### src/rtl/rsa_rfid_pkg.sv
// Shared types and default sizes for the RSA frame sequencer in the RFID tag pipeline.
package rsa_rfid_pkg;

    typedef enum logic [2:0] {
        ST_IDLE    = 3'd0,
        ST_FETCH   = 3'd1,
        ST_COMPUTE = 3'd2,
        ST_EMIT    = 3'd3,
        ST_DONE    = 3'd4
    } seq_state_e;

    localparam int WORD_SIZE      = 8;
    localparam int FRAME_LEN      = 12;
    localparam int TIMEOUT_CYCLES = 4096;

endpackage

### src/rtl/rsa_seq_watchdog.sv
// Cycle counter that flags expiry when enable has been held for Limit cycles since the last clear.
module rsa_seq_watchdog #(
    parameter int Limit = 4096
) (
    input  logic clk_i,
    input  logic rst_ni,
    input  logic clear_i,
    input  logic enable_i,
    output logic expire_o
);

    localparam int CntW = $clog2(Limit + 1);

    logic [CntW-1:0] cnt_q, cnt_d;

    // The limit-th enabled cycle is the one in which expiry is signalled.
    assign expire_o = enable_i && (cnt_q == CntW'(Limit - 1));

    always_comb begin
        cnt_d = cnt_q;
        if (clear_i) begin
            cnt_d = '0;
        end else if (enable_i && !expire_o) begin
            cnt_d = cnt_q + 1'b1;
        end
    end

    always_ff @(posedge clk_i or negedge rst_ni) begin
        if (!rst_ni) begin
            cnt_q <= '0;
        end else begin
            cnt_q <= cnt_d;
        end
    end

endmodule

### src/rtl/rsa_frame_sequencer.sv
// Feeds a frame of plaintext words to the RSA datapath and streams the ciphertext back out.
// Optional per-word watchdog enabled by defining RSA_SEQ_TIMEOUT_EN.
module rsa_frame_sequencer
    import rsa_rfid_pkg::*;
#(
    parameter int WordSize      = WORD_SIZE,
    parameter int FrameLen      = FRAME_LEN,
    parameter int TimeoutCycles = TIMEOUT_CYCLES
) (
    input  logic                clk,
    input  logic                reset,
    input  logic                start,
    input  logic [WordSize-1:0] key_in,
    input  logic [WordSize-1:0] mod_in,
    input  logic [WordSize-1:0] in_data,
    input  logic                in_valid,
    output logic                in_ready,
    output logic [WordSize-1:0] core_text,
    output logic [WordSize-1:0] core_key,
    output logic [WordSize-1:0] core_mod,
    output logic                core_load,
    output logic                core_running,
    input  logic                core_over,
    input  logic [WordSize-1:0] core_result,
    output logic [WordSize-1:0] out_data,
    output logic                out_valid,
    input  logic                out_ready,
    output logic                out_last,
    output logic                busy,
    output logic                done,
    output logic                timeout_err
);

    localparam int CountW = (FrameLen > 1) ? $clog2(FrameLen) : 1;
    localparam logic [CountW-1:0] LastCount = CountW'(FrameLen - 1);

    if (FrameLen < 1 || TimeoutCycles < 1) begin : g_badParams
    end

    seq_state_e          state_q, state_d;
    logic [CountW-1:0]   count_q, count_d;
    logic [WordSize-1:0] key_q, key_d;
    logic [WordSize-1:0] mod_q, mod_d;
    logic [WordSize-1:0] text_q, text_d;
    logic [WordSize-1:0] result_q, result_d;
    logic                armed_q, armed_d;
    logic                isLast;
    logic                capture;
    logic                expired;

    assign isLast  = (count_q == LastCount);
    // armed_q is low in the first COMPUTE cycle so a stale flag from the previous word is ignored.
    assign capture = (state_q == ST_COMPUTE) && armed_q && core_over;

`ifdef RSA_SEQ_TIMEOUT_EN
    logic timeoutErr_q;

    rsa_seq_watchdog #(
        .Limit(TimeoutCycles)
    ) u_watchdog (
        .clk_i   (clk),
        .rst_ni  (reset),
        .clear_i (state_q != ST_COMPUTE),
        .enable_i(state_q == ST_COMPUTE),
        .expire_o(expired)
    );

    always_ff @(posedge clk or negedge reset) begin
        if (!reset) begin
            timeoutErr_q <= 1'b0;
        end else if (state_q == ST_IDLE && start) begin
            timeoutErr_q <= 1'b0;
        end else if (state_q == ST_COMPUTE && expired && !capture) begin
            timeoutErr_q <= 1'b1;
        end
    end

    assign timeout_err = timeoutErr_q;
`else
    assign expired     = 1'b0;
    assign timeout_err = 1'b0;
`endif

    always_comb begin
        state_d  = state_q;
        count_d  = count_q;
        key_d    = key_q;
        mod_d    = mod_q;
        text_d   = text_q;
        result_d = result_q;
        armed_d  = 1'b0;
        case (state_q)
            ST_IDLE: begin
                if (start) begin
                    key_d   = key_in;
                    mod_d   = mod_in;
                    count_d = '0;
                    state_d = ST_FETCH;
                end
            end
            ST_FETCH: begin
                if (in_valid) begin
                    text_d  = in_data;
                    state_d = ST_COMPUTE;
                end
            end
            ST_COMPUTE: begin
                armed_d = 1'b1;
                if (capture) begin
                    result_d = core_result;
                    state_d  = ST_EMIT;
                end else if (expired) begin
                    state_d = ST_IDLE;
                end
            end
            ST_EMIT: begin
                if (out_ready) begin
                    if (isLast) begin
                        state_d = ST_DONE;
                    end else begin
                        count_d = count_q + 1'b1;
                        state_d = ST_FETCH;
                    end
                end
            end
            ST_DONE: state_d = ST_IDLE;
            default: state_d = ST_IDLE;
        endcase
    end

    always_ff @(posedge clk or negedge reset) begin
        if (!reset) begin
            state_q  <= ST_IDLE;
            count_q  <= '0;
            key_q    <= '0;
            mod_q    <= '0;
            text_q   <= '0;
            result_q <= '0;
            armed_q  <= 1'b0;
        end else begin
            state_q  <= state_d;
            count_q  <= count_d;
            key_q    <= key_d;
            mod_q    <= mod_d;
            text_q   <= text_d;
            result_q <= result_d;
            armed_q  <= armed_d;
        end
    end

    assign in_ready     = (state_q == ST_FETCH);
    assign core_load    = (state_q == ST_COMPUTE);
    assign core_running = core_load;
    assign core_text    = text_q;
    assign core_key     = key_q;
    assign core_mod     = mod_q;
    assign out_valid    = (state_q == ST_EMIT);
    assign out_last     = (state_q == ST_EMIT) && isLast;
    assign out_data     = result_q;
    assign busy         = (state_q != ST_IDLE);
    assign done         = (state_q == ST_DONE);

endmodule

### config.mk
export PLATFORM = sky130hd
export DESIGN_NAME = rsa_frame_sequencer
export DESIGN_NICKNAME = d
export VERILOG_FILES = /design/src/rtl/rsa_rfid_pkg.sv /design/src/rtl/rsa_seq_watchdog.sv /design/src/rtl/rsa_frame_sequencer.sv
export SDC_FILE = /design/constraint.sdc
export NUM_CORES = 1
export LEC_CHECK = 0
export BUFFER_PORTS_ARGS = -buffer_cell sky130_fd_sc_hd__buf_4
export CAP_MARGIN = 20
export CORE_UTILIZATION = 42
export CTS_CLUSTER_SIZE = 40
export DETAILED_ROUTE_END_ITERATION = 7
export PLACE_DENSITY = 0.79
export SLEW_MARGIN = 20
export SYNTH_ARGS = -nofsm -noshare
export SYNTH_HDL_FRONTEND = slang
export SYNTH_SLANG_ARGS = --single-unit
### constraint.sdc
create_clock -name clk -period 2.9 [get_ports clk]
set_clock_uncertainty 0.1 [all_clocks]
set_input_delay 0.435 -clock clk [delete_from_list [all_inputs] [get_ports clk]]
set_output_delay 0.435 -clock clk [all_outputs]
set_load 0.02 [all_outputs]
==> results of run 1 <==
sequential cells by signal, summed over array words and instances, names as in the netlist:
register   cells
out_data       8
core_key       8
core_text      8
count_q        4
core_mod       8
state_q        3
armed_q        1
placed cells by master (no fill, tap or decap):
cell type    n
a41o_1       1
nor3b_1      2
mux2_1      11
nand3b_1     2
or2_2        1
nand3_1      1
or3_1        1
nor2b_1      3
clkbuf_8     5
a31oi_1      1
conb_1       1
nor4b_4      1
mux2_2      21
o2bb2ai_1    2
a21oi_1      5
ha_1         1
a311oi_1     1
nand4b_1     1
bufinv_16    1
a21o_1       1
nor3_4       1
nor3b_2      1
nand2_1      4
mux2i_1      1
buf_4       77
o22ai_1      1
nand2b_4     1
clkinvlp_4   1
clkinv_2     1
a211oi_1     1
inv_1        1
and2_1       1
nor2_1       3
dfrtp_1     40
where the power goes:
part / internal [W] / total (W) / switching (W)
Combinational: 0.000617 / 0.00124 / 0.000624
Clock: 0.000254 / 0.000438 / 0.000183
Sequential: 0.000824 / 0.00103 / 0.000204
final cells by class:
class | count | area (µm²) | share of cell area [%]
clock buffer | 5 | 68.8 | 2.86
clock inverter | 3 | 42.5 | 1.77
inverter | 1 | 3.75 | 0.156
multi-input combinational | 71 | 649 | 27.0
sequential | 40 | 1000 | 41.6
tap | 48 | 60.1 | 2.50
timing repair buffer | 77 | 578 | 24.0
layer usage:
| metal | global-route usage [%] | wire [µm] | vias to the layer above |
|---|---|---|---|
| met3 | 7.99 | 279 | 5 |
| li1 | - | - | 571 |
| met4 | 4.89 | 35 | 0 |
| met1 | 18.4 | 1260 | 612 |
| met5 | 0 | 0 | - |
| met2 | 30.4 | 1850 | 45 |
worst max-delay path by stage:
stage                               end  slack, ps                    from  cells after the start
3_5_place_dp   core_text[6]$_DFFE_PN0P_       1030  state_q[0]$_DFFE_PN0P_                      3
3_3_place_gp   core_text[7]$_DFFE_PN0P_       1130  state_q[0]$_DFFE_PN0P_                      3
2_1_floorplan  core_text[0]$_DFFE_PN0P_       1150  state_q[1]$_DFFE_PN0P_                      5
4_1_cts                       out_valid        880  state_q[0]$_DFFE_PN0P_                      3
6_report                      out_valid        870  state_q[0]$_DFFE_PN0P_                      3
5_1_grt                       out_valid        790  state_q[0]$_DFFE_PN0P_                      3
metrics by stage:
stage / setup slack, ps / instances / util (%) / power, W
floorplan: 1150 / 119 / - / 0.00176
global placement: 1130 / 237 / 60.8 / 0.00223
detailed placement: 1030 / 237 / 60.8 / 0.00229
CTS: 880 / 245 / 63.7 / 0.00274
global route: 794 / 245 / 63.7 / 0.00287
finish: 873 / 245 / 63.7 / 0.00271
logic make-up (layout without fill, tap and decap cells):
kind of cell               after synthesis  after routing
and+or+nand+nor                         23             23
adders and majority gates                1              1
DFF                                     40             40
buffers and inverters                    8             86
other                                    1              1
AOI/OAI and AO/OA                       13             13
muxes                                   33             33
==> metrics.md, run 1 <==
| Metric | Value |
|---|---|
| Status | complete, no violations |
| Final instance area | 2400 µm² |
| Register area share after synthesis | 58.8% |
| Mux contribution to synthesized area | 21.7% |
| CP delay by family, top | flip-flops |
| Cts bufs inserted | 5 |
| Clock latency at the later pin of the worst-skew pair | 290 ps |
| Worst R2R Start | state_q[0]$_DFFE_PN0P_ |
| Initial antenna violation count | 0 |
| Top area cells in the synthesized netlist | dfrtp_1 (59%), mux2_2 (14%), mux2_1 (7.3%) |
| CP arrival | 1490 ps |
| I/O pin total | 78 |
| Area Overhead vs Synth | 41.1% |
| Antenna cells | 0 |
| Critical path, cell by cell | nand3b_1 -> inv_1 -> buf_4 |
| CTS H-tree depth | 2 |
| Fmax | 493 MHz |
| Synthesized Nets | 158 |
| Capturing point of the worst reg2reg path | core_text[6]$_DFFE_PN0P_ |
| Async set-reset flop share out of synthesis | 100% |
| Setup bufs post-CTS | 0 |
| Cell Area, Synth | 1700 µm² |
| Post-synthesis average cell area | 14.3 µm² |
| Register bit total from synthesis | 40 |
| Die Width | 65.7 µm |
| DR DRC count | 0 |
| Cells after synthesis | 119 |
| Via density | 5.03 |
| Resize count post-CTS | 0 |
| WL final | 3.43 mm |
| Total track usage | 17.3% |
| Hold_buf cts | 0 |
| RSZ-0062 raised after global routing | no |
| CP Capture Type | primary output |
| Crit-path max cell delay | 650 ps |
| First-pass GRT wire length | 5.49 mm |
| Unique masters post-synth | 32 |
| Final layout net count | 235 |
| Vias in the first global route | 1253 |
| R2R setup slack | 1030 ps |
| Most frequent cell after synthesis | dfrtp_1 |
| Port-buffer cells | 76 |
| CTS Root Cell | clkbuf_8 |
| CTS tree | yes |
| P_leak | 1.16 nW |
| Bufs on Longest Clock Path | 2 |
| Post-synthesis adder-cell area fraction | 0.735% |
| Peak VDD IR | 0.643 mV |
| Fin crit share | 69.9% |
| Worst Path Required | 2370 ps |
| Setup TNS | 0 ps |
| Clk sinks | 40 |
| Area of placed instances | 2290 µm² |
| Largest family of logic cells by synthesized area | multiplexers |
| Die height | 65.7 µm |
| Fin. Hold Viols | 0 |
| Critical path startpoint category | register |
| Top cell type's share of synthesized area | 58.8% |
| Largest area contributor in the netlist | dfrtp_1 |
| Max-slew violation count | 0 |
| Routability Congestion | 0.693 |
| Fillers | 303 |
| Die area | 4310 µm² |
| Initial core utilization | 45.2% |
| Largest fanout on the critical path | 14 |
| Dpl hpwl | 2.65 mm |
| Worst Hold Slack | 5.23 ps |
| Compound-cell area share of the yosys netlist | 5.22% |
| Max cap viols | 0 |
| Mean routed wirelength per cell | 14.0 µm |
| Synth Area in XOR/XNOR | 0% |
| Crit path kind | reg2out |
| Total congestion overflow | 0 |
| Top FF cell, synth | dfrtp_1 |
| Clk slew on worst S/H paths | 80 ps |
| Yosys warns | 0 |
| Drt pass-1 iters | 4 |
| Via count | 1233 |
| Layout cells sized above 1 | 56.3% |
| Slowest CP cell | dfrtp_1 |
| Final ANT Viol Nets | 0 |
| Largest net degree at the start of global routing | 41 |
| Power per Cell Area | 1130 nW/µm² |
| Hold Crit Class | in2async |
| Standard-cell row count | 22 |
| Post-synth EDFFs | 0 |
| Post-synth top cells | dfrtp_1 (40), mux2_2 (21), mux2_1 (11) |
| Starting DRT DRC Count | 28 |
| R2r worst-path depth | 3 |
| CORE AREA | 3770 µm² |
| Simple-gate share of the synthesized area | 9.70% |
| Final setup fails | 0 |
| Worst path buffer plus inverter count | 2 |
| Post-route minimum period | 2030 ps |
Note: power is estimated with default switching activity, not from simulation.
==> run 2, diff against run 1 <==
==> constraint.sdc (replaced) <==
create_clock -name clk -period 2 [get_ports clk]
set_clock_uncertainty 0.1 [all_clocks]
set_input_delay 0.3 -clock clk [delete_from_list [all_inputs] [get_ports clk]]
set_output_delay 0.3 -clock clk [all_outputs]
set_load 0.02 [all_outputs]
==> run 2 against run 1 <==
Effect of this change:
- worst setup slack got worse by 730 ps
- sequential share of layout area fell by 0.74 points
- cell count rose by 0.82%
- sequential power rose by 43%
- via count fell by 1.5%
- sequential cell count did not move
- total power rose by 49%
- count of clock-buffer cells in the layout rose by 2
- clock power rose by 62%
- register-to-register slack got worse by 780 ps
- final area rose by 1.9%
- critical path type unchanged
- critical endpoint is now busy
- largest cell class unchanged
==> metrics.md, run 2 (synthesis results as in run 1) <==
| Metric | Value |
|---|---|
| R2R setup slack | 250 ps (-780 ps) |
| Worst Path Required | 1600 ps (-770 ps) |
| DR DRC count | 0 (unchanged) |
| Antenna cells | 0 (unchanged) |
| Bufs on Longest Clock Path | 2 (unchanged) |
| Final cell count without fillers | 247 (+0.82%) |
| Starting DRT DRC Count | 24 (-14%) |
| Critical path launch point | state_q[0]$_DFFE_PN0P_ |
| Initial antenna violation count | 0 (unchanged) |
| Setup TNS | 0 ps (unchanged) |
| Die height | 65.7 µm (unchanged) |
| Fmax | 538 MHz |
| Power per Cell Area | 1640 nW/µm² (+46%) |
| Die area | 4310 µm² (unchanged) |
| WL final | 3.49 mm (+1.9%) |
| Commonest non-fill, non-tap cells in the layout | buf_4 (77), dfrtp_1 (39), mux2_2 (21) |
| Commonest non-fill, non-tap cell in the layout | buf_4 |
| Area Overhead vs Synth | 43.9% |
| Routability Congestion | 0.722 (+4.2%) |
| Largest net degree at the start of global routing | 41 (unchanged) |
| CTS H-tree depth | 2 (unchanged) |
| Final layout net count | 237 (+0.85%) |
| CORE AREA | 3770 µm² (unchanged) |
| Die Width | 65.7 µm (unchanged) |
| Dpl hpwl | 2.66 mm (+0.43%) |
| Hold Crit Class | in2reg |
| CTS tree | yes |
| Total track usage | 18.4% (+1.1 points) |
| Vias in the first global route | 1337 (+6.7%) |
| Post-route minimum period | 1860 ps |
| Worst setup margin | 141 ps (-732 ps) |
| Clk slew on worst S/H paths | 70 ps (about the same) |
| Crit-path max cell delay | 470 ps (-180 ps) |
| Clock latency at the later pin of the worst-skew pair | 290 ps (about the same) |
| Port-buffer cells | 76 (unchanged) |
| CP delay by family, top | flip-flops |
| P_leak | 1.18 nW (+1.8%) |
| Worst R2R Start | state_q[1]$_DFFE_PN0P_ |
| Worst Hold Slack | 124 ps (+118 ps) |
| Standard-cell row count | 22 (unchanged) |
| R2r worst-path depth | 3 (unchanged) |
| Largest fanout on the critical path | 9 (-5) |
| Mean routed wirelength per cell | 14.1 µm (+1.1%) |
| Final setup fails | 0 (unchanged) |
| CTS Root Cell | clkbuf_8 |
| Critical path startpoint category | register |
| Fin crit share | 93.0% |
| Max-slew violation count | 0 (unchanged) |
| Placed cells | 238 (+0.42%) |
| Total congestion overflow | 0 (unchanged) |
| CP arrival | 1460 ps (-30 ps) |
| Cts bufs inserted | 5 (unchanged) |
| Slowest CP cell | dfrtp_2 |
| Most used cell, CP | buf_4 |
| Via count | 1215 (-1.5%) |
| Layout cells sized above 1 | 56.8% (+0.44 points) |
| First-pass GRT wire length | 5.96 mm (+8.5%) |
| RSZ-0062 raised after global routing | no |
| Layer with the highest usage | met2 |
| Clk sinks | 40 (unchanged) |
| Crit path kind | reg2out |
| Setup crit end | busy |
| Drt pass-1 iters | 4 (unchanged) |
| Setup bufs post-CTS | 0 (unchanged) |
| Met1 usage | 20.9% (+2.5 points) |
| Final ANT Viol Nets | 0 (unchanged) |
| Fin. Hold Viols | 0 (unchanged) |
| I/O pin total | 78 (unchanged) |
| Status | complete, no violations |
| Via density | 4.92 (-2.3%) |
| Levels on crit path | 3 (unchanged) |
| CP Capture Type | primary output |
| M3 GR Usage | 7.47% (-0.52 points) |
| Max cap viols | 0 (unchanged) |
| Initial core utilization | 45.2% (unchanged) |
| Capturing point of the worst reg2reg path | core_text[2]$_DFFE_PN0P_ |
| Grt met2 use | 30.6% (+0.26 points) |
| Critical path, cell by cell | buf_4 -> or3_1 -> buf_4 |
| Pre-CTS setup slack | 242 ps (-787 ps) |
| Worst path buffer plus inverter count | 2 (unchanged) |
| Peak VDD IR | 0.831 mV (+29%) |
==> run 2: cell types whose count changed in the layout (fill, tap and decap cells not counted), sizes merged <==
| cell | before | now |
|---|---|---|
| clkinvlp | 1 | 0 |
| dlygate4sd3 | 0 | 1 |
| clkinv | 1 | 0 |
| buf | 77 | 78 |
| clkbuf | 5 | 7 |
==> run 2: repair_timing <==
item,in CTS,in global routing
setup endpoints to repair,0,1
endpoints found under the hold margin,40,0
hold buffers,1,0
gates resized for setup,0,1
==> run 2: layer usage <==
metal	up-vias	routed length, µm	share of wire (%)
met4	0	66	1.9
met1	581	1410	40
li1	576	-	-
met3	9	266	7.6
met2	49	1750	50
met5	-	0	0
==> run 2: through the flow <==
step	total power [W]	area, µm²	utilization (%)
4_1_cts	0.00406	2450	64.9
5_1_grt	0.00426	2450	65.0
3_5_place_dp	0.00335	2310	61.3
3_3_place_gp	0.00327	2310	61.3
6_report	0.00402	2450	65.0
2_1_floorplan	0.00256	1700	-
==> run 2: layout make-up <==
class	instances	area (µm²)
Fill cell	270	1320
Sequential cell	40	1000
Multi-Input combinational cell	71	649
Timing Repair Buffer	79	608
Clock buffer	7	96.3
Tap cell	48	60.1
Clock inverter	1	30.0
Inverter	1	3.75
==> run 2: worst min-delay path by stage <==
stage / start / to / slack [ps] / depth (start not counted)
after floorplan: reset / armed_q$_DFF_PN0_ / -100 / 0
after global placement: reset / core_key[0]$_DFFE_PN0P_ / 190 / 1
after detailed placement: reset / core_mod[2]$_DFFE_PN0P_ / 200 / 1
after CTS: in_data[6] / core_text[6]$_DFFE_PN0P_ / 120 / 2
after global routing: in_data[7] / core_text[7]$_DFFE_PN0P_ / 110 / 2
final: in_data[6] / core_text[6]$_DFFE_PN0P_ / 120 / 2
==> run 2: worst reg2reg max path, delay by kind of cell (launching register included) <==
family        cells  cell delay, ps
simple gates      2             620
flops             1             540
mux               1             370
==> run 2: power breakdown <==
group / switching (W) / leakage, nW / internal, W
sequential: 0.000275 / 0.485 / 0.00120
combinational: 0.000926 / 0.634 / 0.000917
clock: 0.000271 / 0.0645 / 0.000440
total: 0.00147 / 1.18 / 0.00255
